===== config.mk =====
export PLATFORM = sky130hd
export DESIGN_NAME = imem_loader
export DESIGN_NICKNAME = d
export VERILOG_FILES = /design/src/rtl/imem_loader.sv
export SDC_FILE = /design/constraint.sdc
export NUM_CORES = 1
export LEC_CHECK = 0
export CORE_UTILIZATION = 55
export CTS_CLUSTER_DIAMETER = 60
export DETAILED_ROUTE_END_ITERATION = 6
export PLACE_DENSITY = 0.78
export SYNTH_ARGS = -nofsm -noshare
export SYNTH_HDL_FRONTEND = slang
export SYNTH_SLANG_ARGS = --single-unit

===== constraint.sdc =====
create_clock -name clk -period 4.8 [get_ports clk]
set_input_delay 1.2 -clock clk [delete_from_list [all_inputs] [get_ports clk]]
set_output_delay 1.2 -clock clk [all_outputs]
set_load 0.02 [all_outputs]

===== src/rtl/imem_loader.sv =====
// imem_loader: framed byte-stream program loader for the instruction memory.
//
// Frame format: SYNC_BYTE, word count (16 bit, low byte first), payload
// (count * 4 bytes, packed little-endian into 32-bit words), XOR checksum
// of the payload bytes. Words are written to consecutive addresses from 0.
// The core is held until a complete, checksum-valid image has been written.
//
// Ports:
//   clk         system clock, rising edge
//   rst         synchronous active-high reset
//   in_data     stream byte
//   in_valid    in_data valid
//   in_ready    loader can accept a byte (transfer on in_valid && in_ready)
//   imem_we     instruction memory write enable, one-cycle pulse
//   imem_waddr  word address of the write
//   imem_wdata  word to write
//   core_hold   1 holds the core in reset
//   load_done   image loaded and verified
//   load_error  frame rejected
module imem_loader #(
    parameter int unsigned ADDR_WIDTH = 3,
    parameter logic [7:0]  SYNC_BYTE  = 8'hA5
) (
    input  logic                  clk,
    input  logic                  rst,
    input  logic [7:0]            in_data,
    input  logic                  in_valid,
    output logic                  in_ready,
    output logic                  imem_we,
    output logic [ADDR_WIDTH-1:0] imem_waddr,
    output logic [31:0]           imem_wdata,
    output logic                  core_hold,
    output logic                  load_done,
    output logic                  load_error
);

    localparam logic [15:0]         MAX_LEN = 16'(2 ** ADDR_WIDTH);
    localparam logic [ADDR_WIDTH:0] CNT_ONE = (ADDR_WIDTH + 1)'(1);

    typedef enum logic [2:0] {
        IDLE,
        LEN_LO,
        LEN_HI,
        DATA,
        CSUM,
        DONE,
        ERR
    } state_t;

    state_t              state, state_n;
    logic                accept;
    logic                wr_n;
    logic                is_sync;
    logic [7:0]          len_lo;
    logic [15:0]         len_full;
    logic [ADDR_WIDTH:0] len_words;
    logic [ADDR_WIDTH:0] word_cnt;
    logic [1:0]          byte_cnt;
    logic [7:0]          csum;
    logic [23:0]         word_buf;   // lanes 0..2; lane 3 comes straight from in_data

    assign accept   = in_valid && in_ready;
    assign is_sync  = (in_data == SYNC_BYTE);
    assign len_full = {in_data, len_lo};

    // Next-state and write-request logic.
    // NOTE: every signal assigned in always_comb gets a default first, so no
    // path can leave it unassigned and infer a latch.
    always_comb begin
        state_n = state;
        wr_n    = 1'b0;
        case (state)
            IDLE, DONE, ERR: begin
                if (accept && is_sync) state_n = LEN_LO;
            end
            LEN_LO: begin
                if (accept) state_n = LEN_HI;
            end
            LEN_HI: begin
                if (accept) begin
                    if (len_full == 16'd0 || len_full > MAX_LEN) state_n = ERR;
                    else                                           state_n = DATA;
                end
            end
            DATA: begin
                if (accept && byte_cnt == 2'd3) begin
                    wr_n = 1'b1;
                    if (word_cnt + CNT_ONE == len_words) state_n = CSUM;
                end
            end
            CSUM: begin
                if (accept) state_n = (in_data == csum) ? DONE : ERR;
            end
            default: state_n = IDLE;
        endcase
    end

    // State and registered control outputs. Status flags follow the next
    // state so they change in the same cycle the state does.
    // NOTE: sequential state uses non-blocking assignments so every register
    // samples pre-edge values regardless of statement order.
    always_ff @(posedge clk) begin
        if (rst) begin
            state      <= IDLE;
            in_ready   <= 1'b1;
            imem_we    <= 1'b0;
            core_hold  <= 1'b1;
            load_done  <= 1'b0;
            load_error <= 1'b0;
        end else begin
            state      <= state_n;
            imem_we    <= wr_n;
            // The byte slot in the write cycle is skipped; the source holds it.
            in_ready   <= !wr_n;
            core_hold  <= (state_n != DONE);
            load_done  <= (state_n == DONE);
            load_error <= (state_n == ERR);
        end
    end

    // Datapath: length capture, byte packing, counters and checksum.
    always_ff @(posedge clk) begin
        if (rst) begin
            len_lo     <= '0;
            len_words  <= '0;
            word_cnt   <= '0;
            byte_cnt   <= '0;
            csum       <= '0;
            word_buf   <= '0;
            imem_waddr <= '0;
            imem_wdata <= '0;
        end else if (accept) begin
            case (state)
                IDLE, DONE, ERR: begin
                    if (is_sync) begin
                        word_cnt <= '0;
                        byte_cnt <= '0;
                        csum     <= '0;
                    end
                end
                LEN_LO: len_lo <= in_data;
                // Only the low bits matter once the range check has passed.
                LEN_HI: len_words <= len_full[ADDR_WIDTH:0];
                DATA: begin
                    csum     <= csum ^ in_data;
                    byte_cnt <= byte_cnt + 2'd1;   // wraps to 0 after lane 3
                    case (byte_cnt)
                        2'd0: word_buf[7:0]   <= in_data;
                        2'd1: word_buf[15:8]  <= in_data;
                        2'd2: word_buf[23:16] <= in_data;
                        default: begin
                            imem_waddr <= word_cnt[ADDR_WIDTH-1:0];
                            imem_wdata <= {in_data, word_buf};
                            word_cnt   <= word_cnt + CNT_ONE;
                        end
                    endcase
                end
                default: ;
            endcase
        end
    end

endmodule


==> key figures, run 1 <==
Outcome
  – Status: complete, no violations

Timing
  – Final setup violating endpoints: 0
  – Number of pins exceeding their max-slew limit in the final report: 0
  – Setup WS post-layout: 1.552 ns
  – Setup Skew: 0.006605 ns
  – Relative slew margins: 24.07%
  – Highest achievable clock rate: slightly above 300 MHz
  – Final cycle utilization of the critical path: 67.66%
  – Total Neg Setup Slack: 0 ns
  – Measured slew at the worst slew-check pin: 1.136 ns
  – Fin crit period: 3.248 ns
  – Setup repair after global routing missed its margin: no
  – Hold violation total from the final report: 0

Floorplan
  – Num rows: 30
  – Overall die width: 87.22 um
  – Die height: 87.22 um
  – Core Area: 0.006907 sq mm
  – I/O Pins: 51
  – Die Outline Area: 0.007606 sq mm
  – Starting Density: 57.83%

Critical path
  – Required arrival time at the worst endpoint: 5.05 ns
  – Critical path class: input port to register
  – Worst path depth: 8
  – Path depth of the worst reg2reg path: 7
  – FF-to-FF Start: state[1]
  – Kind of cell adding the most delay to the critical path: buffers and inverters
  – Startpoint type of the worst setup path: input port
  – R2R Setup Slk: 1.97 ns
  – Combined buffer and inverter count along the critical path: 3
  – Worst setup path endpoint: word_cnt[0]
  – Worst Path Max Fanout: 21
  – Crit path arrival time: 3.50 ns
  – Crit Reg-Reg Endpoint: word_cnt[0]
  – Critical Path, Cell by Cell: clkdlybuf4s50_1 -> nand2_1 -> nor2_1 -> buf_4 -> and2_1 -> buf_4 -> nor2_1 -> a211oi_1
  – Origin of the worst setup path: in_valid
  – Worst setup EP type: register
  – Master of the slowest instance on the critical path: sky130_fd_sc_hd__and2_1
  – Critical path's largest stage delay: 0.55 ns

Clock network
  – H-tree levels: 3
  – Clock buffers created by TritonCTS: 9
  – Quantity of hold-fixing buffers added after cts: 0
  – Clock-pin slew reported for the worst setup and hold paths after clock tree synthesis: 0.09 ns
  – Setup bufs post-CTS: 0
  – Post-CTS Resized: 0
  – Clock root buffer master: sky130_fd_sc_hd__clkbuf_8
  – Number of sinks handled by clock tree synthesis: just over 90
  – Maximum number of buffers from clock root to sink: 2
  – Clock Latency Late Sink: between 0.3 and 0.4 ns
  – TritonCTS clock tree: built

GRT
  – Residual overflow from global routing: 0
  – Global-route wire length before repair: 14.12 mm
  – Overall track demand over capacity in global routing: 24.08%
  – Number of antenna violations at the first check in global routing: 0
  – Largest net degree at the start of global routing: 61
  – Number of global-route vias before repair: approximately 2,900

Power
  – LEAKAGE: 1.760 nW
  – Total power draw: 1.509 mW
  – Total power density per cell area: 327.1 mW/mm^2
  – Peak supply drop: roughly 230 uV

Layout
  – Total number of nets in the final design: 488
  – Share of layout cells above drive strength 1: ~7.1%
  – Register cell area after layout: 0.001862 sq mm
  – Fillers: 602
  – Most common cell after layout, fill and taps aside: sky130_fd_sc_hd__dfxtp_1
  – Final cell count without fillers: 572
  – Area taken by multi-input logic gates: 0.001846 sq mm
  – Area added between synthesis and finish: 15.54%
  – Most frequent cells in the layout: sky130_fd_sc_hd__dfxtp_1 (93), sky130_fd_sc_hd__nand2_1 (79), sky130_fd_sc_hd__nor2_1 (53)
  – Antenna cell count: 0

Logic synthesis
  – Number of warnings printed during yosys synthesis: 0
  – Fraction of registers with async set/reset: 0%
  – Summed instance area of the synthesized netlist: approximately 0.0040 sq mm
  – Mean instance size in the synthesized netlist: 9.118 sq um
  – Syn Inst Count: 438
  – Number of enable flip-flop cells after synthesis: 0
  – Most used DFF post-synth: sky130_fd_sc_hd__dfxtp_1
  – Yosys top cell by area: sky130_fd_sc_hd__dfxtp_1
  – Number of distinct standard cells referenced by the synthesized netlist: 47
  – Count of state elements after synthesis: 93
  – Synthesized Nets: around 460
  – Proportion of synthesized chip area in sequential cells: 46.62%
  – Yosys top cell area share: about 47%
  – Cell types with the largest area share after synthesis: sky130_fd_sc_hd__dfxtp_1 (47%), sky130_fd_sc_hd__mux2i_1 (9.0%), sky130_fd_sc_hd__nand2_1 (7.4%), sky130_fd_sc_hd__a21oi_1 (6.1%), sky130_fd_sc_hd__nor2_1 (5.0%)

Placed design
  – Final weighted congestion of routability-driven global placement: 0.8717
  – Pre-CTS worst setup slack: 1.166 ns
  – Hpwl dp: 5.556 mm
  – Number of port buffers: 50
  – Number of instances in the placed design: ~560

Route
  – Iter 0 DRT Violations: 224
  – Wirelength, routed: between 8 and 9 mm
  – Residual DRC: 0
  – Via count of the routed design: 3,071
  – Number of optimization iterations in the first detailed-route pass: 4
  – Mean number of vias per cell: 5.369
  – Routed Antenna Nets: 0
  – Avg WL per Cell: 14.65 um

Worst hold path
  – Number of cells on the worst hold path: 2
  – Hold crit path type: register to register

Run
  – Number of max-cap violations: 0
layout make-up:
| cell class | instances | area share (%) |
|---|---|---|
| flip-flops and latches | 93 | 40.35 |
| multi-input cells | 309 | 39.99 |
| repair buffers | 54 | 11.39 |
| clock buffers | 10 | 2.983 |
| well taps | 96 | 2.603 |
| clock inverters | 6 | 2.359 |
| inverters | 4 | 0.3254 |
synthesized netlist by cell type, types with 6 or more instances:
master	number
sky130_fd_sc_hd__nor2_1	53
sky130_fd_sc_hd__a21oi_1	49
sky130_fd_sc_hd__nand3_1	6
sky130_fd_sc_hd__mux2i_1	36
sky130_fd_sc_hd__dfxtp_1	93
sky130_fd_sc_hd__nand2_1	79
sky130_fd_sc_hd__o21ai_1	7
sky130_fd_sc_hd__xnor2_1	6
sky130_fd_sc_hd__clkbuf_8	11
sky130_fd_sc_hd__xor2_1	11
sky130_fd_sc_hd__ha_1	6
sky130_fd_sc_hd__nand3b_1	10
sky130_fd_sc_hd__clkbuf_1	11
worst min-delay path by stage:
stage               slack, ns        endpoint      startpoint
detailed placement       0.45  imem_wdata[14]  imem_wdata[14]
floorplan                0.43  imem_wdata[10]    word_buf[10]
CTS                      0.45  imem_wdata[18]    word_buf[18]
global placement         0.44  imem_wdata[10]  imem_wdata[10]
finish                   0.45  imem_wdata[18]    word_buf[18]
global route             0.48  imem_wdata[19]  imem_wdata[19]
state kept, by name (all words and copies together) (netlist names), 2 cells and up:
register    cells
word_buf       24
csum            8
imem_wdata     32
state           3
len_lo          8
len_words       4
imem_waddr      3
word_cnt        4
byte_cnt        2
per-layer routing:
layer | routed length (um) | track usage (%) | part of all wire (%) | vias up
met2 | 4172 | 40.16 | 50 | 71
met3 | 394 | 3.318 | 4.7 | 9
met1 | 3723 | 31.74 | 44 | 1461
met4 | 90 | 9.240 | 1.1 | 0
met5 | 0 | 0 | 0 | -
li1 | - | - | - | 1530
per-stage QoR:
stage / hold WS [ns] / utilization [%] / area, sq um
final: 0.4542 / 66.81 / 4614
after detailed placement: 0.4453 / 63.24 / 4368
after global routing: 0.4754 / 66.81 / 4614
after global placement: 0.4421 / 63.24 / 4368
after floorplan: 0.4291 / - / 3994
after CTS: 0.4531 / 66.81 / 4614
worst min-delay path, cell delays in order, from the launching register on:
cell and delay (ns):
sky130_fd_sc_hd__dfxtp_1 0.32, sky130_fd_sc_hd__nand2_1 0.05, sky130_fd_sc_hd__a21oi_1 0.05
cells by family after synthesis:
group | synth area share (%)
buf+inv | 7.331
fa+ha+maj | 2.130
compound gates | 11.09
flops | 46.62
simple gates | 20.08
xor+xnor | 3.728
mux | 9.023
power breakdown:
part           switching (mW)  internal (mW)  leakage, nW
Combinational          0.0568         0.0383        0.885
Clock                   0.262          0.360        0.127
Sequential             0.0164          0.776        0.749
(Power assumes the default switching activity.)
==> run 2, diff against run 1 <==
--- a/config.mk
+++ b/config.mk
@@ -5,10 +5,10 @@
 export SDC_FILE = /design/constraint.sdc
 export NUM_CORES = 1
 export LEC_CHECK = 0
-export CORE_UTILIZATION = 55
+export CORE_UTILIZATION = 50
 export CTS_CLUSTER_DIAMETER = 60
 export DETAILED_ROUTE_END_ITERATION = 6
-export PLACE_DENSITY = 0.78
+export PLACE_DENSITY = 0.75
 export SYNTH_ARGS = -nofsm -noshare
 export SYNTH_HDL_FRONTEND = slang
 export SYNTH_SLANG_ARGS = --single-unit
==> constraint.sdc (replaced) <==
create_clock -name clk -period 2.7 [get_ports clk]
set_input_delay 0.675 -clock clk [delete_from_list [all_inputs] [get_ports clk]]
set_output_delay 0.675 -clock clk [all_outputs]
set_load 0.02 [all_outputs]
==> run 2 against run 1 <==
Against the previous run:
- power is 74% higher
- sequential share of layout area shrank 1.5 points
- final area grew 3.9%
- non-clock buffer count grew 25
- count of clock-buffer cells in the layout decreased by 1
- sequential power up 78%
- worst setup slack worse by 1.3 ns
- critical endpoint is now word_cnt[1]
- highest routed layer unchanged
==> key figures, run 2 (synthesis results as in run 1) <==
GRT
  – Global-route wire length before repair: 14.78 mm
  – Overall track demand over capacity in global routing: approximately 23%
  – Largest net degree at the start of global routing: 78
  – Number of global-route vias before repair: between 2,000 and 3,000
  – Number of antenna violations at the first check in global routing: 0
  – Residual overflow from global routing: 0

Power
  – Total power density per cell area: 548.3 mW/mm^2
  – Peak supply drop: 307.8 uV
  – Total power draw: 2.628 mW
  – LEAKAGE: 1.866 nW

Layout
  – Flip-flop count of the largest register after layout: 32
  – Antenna cell count: 0
  – Largest Register: imem_wdata
  – Fillers: 636
  – Share of layout cells above drive strength 1: 11.60%
  – Post-Layout Inst Area: 0.004793 sq mm
  – Total number of nets in the final design: ~500
  – Area added between synthesis and finish: 20.02%
  – Most common cell after layout, fill and taps aside: sky130_fd_sc_hd__dfxtp_1
  – Biggest registers after layout: imem_wdata x32, word_buf x24
  – Most frequent cells in the layout: sky130_fd_sc_hd__dfxtp_1 (93), sky130_fd_sc_hd__nand2_1 (79), sky130_fd_sc_hd__nor2_1 (53)

Critical path
  – Crit path arrival time: 2.69 ns
  – Worst Path Max Fanout: 14
  – Critical path class: input port to register
  – Required arrival time at the worst endpoint: 2.93 ns
  – Startpoint type of the worst setup path: input port
  – Worst setup EP type: register

Clock network
  – Clock Latency Late Sink: 0.36 ns
  – Clock root buffer master: sky130_fd_sc_hd__clkbuf_8
  – Number of sinks handled by clock tree synthesis: just over 90
  – Clock-pin slew reported for the worst setup and hold paths after clock tree synthesis: about 0.090 ns
  – Setup bufs post-CTS: 0
  – Maximum number of buffers from clock root to sink: 2
  – Quantity of hold-fixing buffers added after cts: 0
  – TritonCTS clock tree: built
  – H-tree levels: 3
  – Clock buffers created by TritonCTS: 9
  – Post-CTS Resized: 0

Placed design
  – Number of port buffers: 50
  – Hpwl dp: between 6 and 7 mm
  – Standard cell area after detailed placement: 0.004576 sq mm
  – Pre-CTS worst setup slack: -0.1077 ns
  – Final weighted congestion of routability-driven global placement: 0.8869

Timing
  – Fin crit period: 2.461 ns
  – Worst hold margin: 0.4561 ns
  – Setup repair after global routing missed its margin: no
  – Setup WS post-layout: around 0.24 ns
  – Final cycle utilization of the critical path: 91.14%
  – Highest achievable clock rate: a little over 400 MHz
  – Setup Skew: 0.01232 ns
  – Final setup violating endpoints: 0
  – Hold violation total from the final report: 0
  – Relative slew margins: 59.73%
  – Number of pins exceeding their max-slew limit in the final report: 0
  – Measured slew at the worst slew-check pin: 0.6040 ns

Route
  – Residual DRC: 0
  – Mean number of vias per cell: roughly 5.2
  – Via count of the routed design: between 3,000 and 4,000
  – Avg WL per Cell: 14.67 um
  – Number of optimization iterations in the first detailed-route pass: 4
  – Iter 0 DRT Violations: 157
  – Wirelength, routed: 8.833 mm
  – Routed Antenna Nets: 0

Outcome
  – Status: complete, no violations

Run
  – Number of max-cap violations: 0

Floorplan
  – Overall die width: 91.38 um
  – Num rows: 32
  – Die Outline Area: ~0.0083 sq mm
  – I/O Pins: 51
  – Core Area: 0.007727 sq mm
  – Die height: 91.38 um
  – Starting Density: 51.68%

Worst hold path
  – Hold crit path type: register to register
run 2: changes by cell type in the layout (fill, tap and decap cells not counted):
cell                         previous run  this run
sky130_fd_sc_hd__bufinv_16              3         2
sky130_fd_sc_hd__clkbuf_8              10         9
sky130_fd_sc_hd__clkinvlp_4             0         1
sky130_fd_sc_hd__clkinv_2               2         0
sky130_fd_sc_hd__inv_6                  1         3
sky130_fd_sc_hd__buf_12                 0         1
sky130_fd_sc_hd__buf_4                  4        28
run 2: worst max-delay path, cell delays in order:
cell and delay (ns):
sky130_fd_sc_hd__clkdlybuf4s50_1 0.55, sky130_fd_sc_hd__or4_4 0.58, sky130_fd_sc_hd__a2111oi_2 0.33, sky130_fd_sc_hd__o21ai_2 0.25
sky130_fd_sc_hd__o21ai_0 0.22, sky130_fd_sc_hd__a21oi_1 0.09
run 2: final timing paths:
check | start | endpoint | slack, ns | depth (start not counted)
setup / recovery | in_data[4] | word_cnt[1] | 0.24 | 6
hold / removal | imem_wdata[19] | imem_wdata[19] | 0.46 | 2
hold reg to reg | imem_wdata[19] | imem_wdata[19] | 0.46 | 2
setup reg to reg | word_cnt[0] | load_done | 0.50 | 6
run 2: report_power, final:
group          internal, mW  leakage [nW]  switching (mW)
combinational        0.0897          1.01           0.105
clock                 0.526         0.107           0.500
sequential             1.38         0.749          0.0280
total                  2.00          1.87           0.633
run 2: cell type report:
cell class / instances / area, sq um / share of cell area [%]
Clock buffer: 9 / 123.9 / 2.584
Clock inverter: 6 / 93.84 / 1.958
Inverter: 4 / 15.01 / 0.3132
Multi-Input combinational cell: 309 / 1846 / 38.50
Sequential cell: 93 / 1862 / 38.84
Tap cell: 102 / 127.6 / 2.662
Timing Repair Buffer: 79 / 725.7 / 15.14
run 2: through the flow:
| stage | setup TNS (ns) | cells | utilization (%) |
|---|---|---|---|
| after detailed placement | -0.9911 | 587 | 59.21 |
| after global routing | 0 | 602 | 62.03 |
| after floorplan | 0 | 438 | - |
| final | 0 | 602 | 62.03 |
| after CTS | 0 | 602 | 62.03 |
| after global placement | -0.1799 | 587 | 59.21 |
run 2: per-layer routing:
layer | wire length [um] | vias to the layer above | global-route usage (%)
met5 | 0 | - | 0
met4 | 175 | 0 | 10.58
met3 | 285 | 13 | 2.931
met2 | 4263 | 63 | 37.56
met1 | 4109 | 1480 | 29.30
li1 | - | 1581 | -
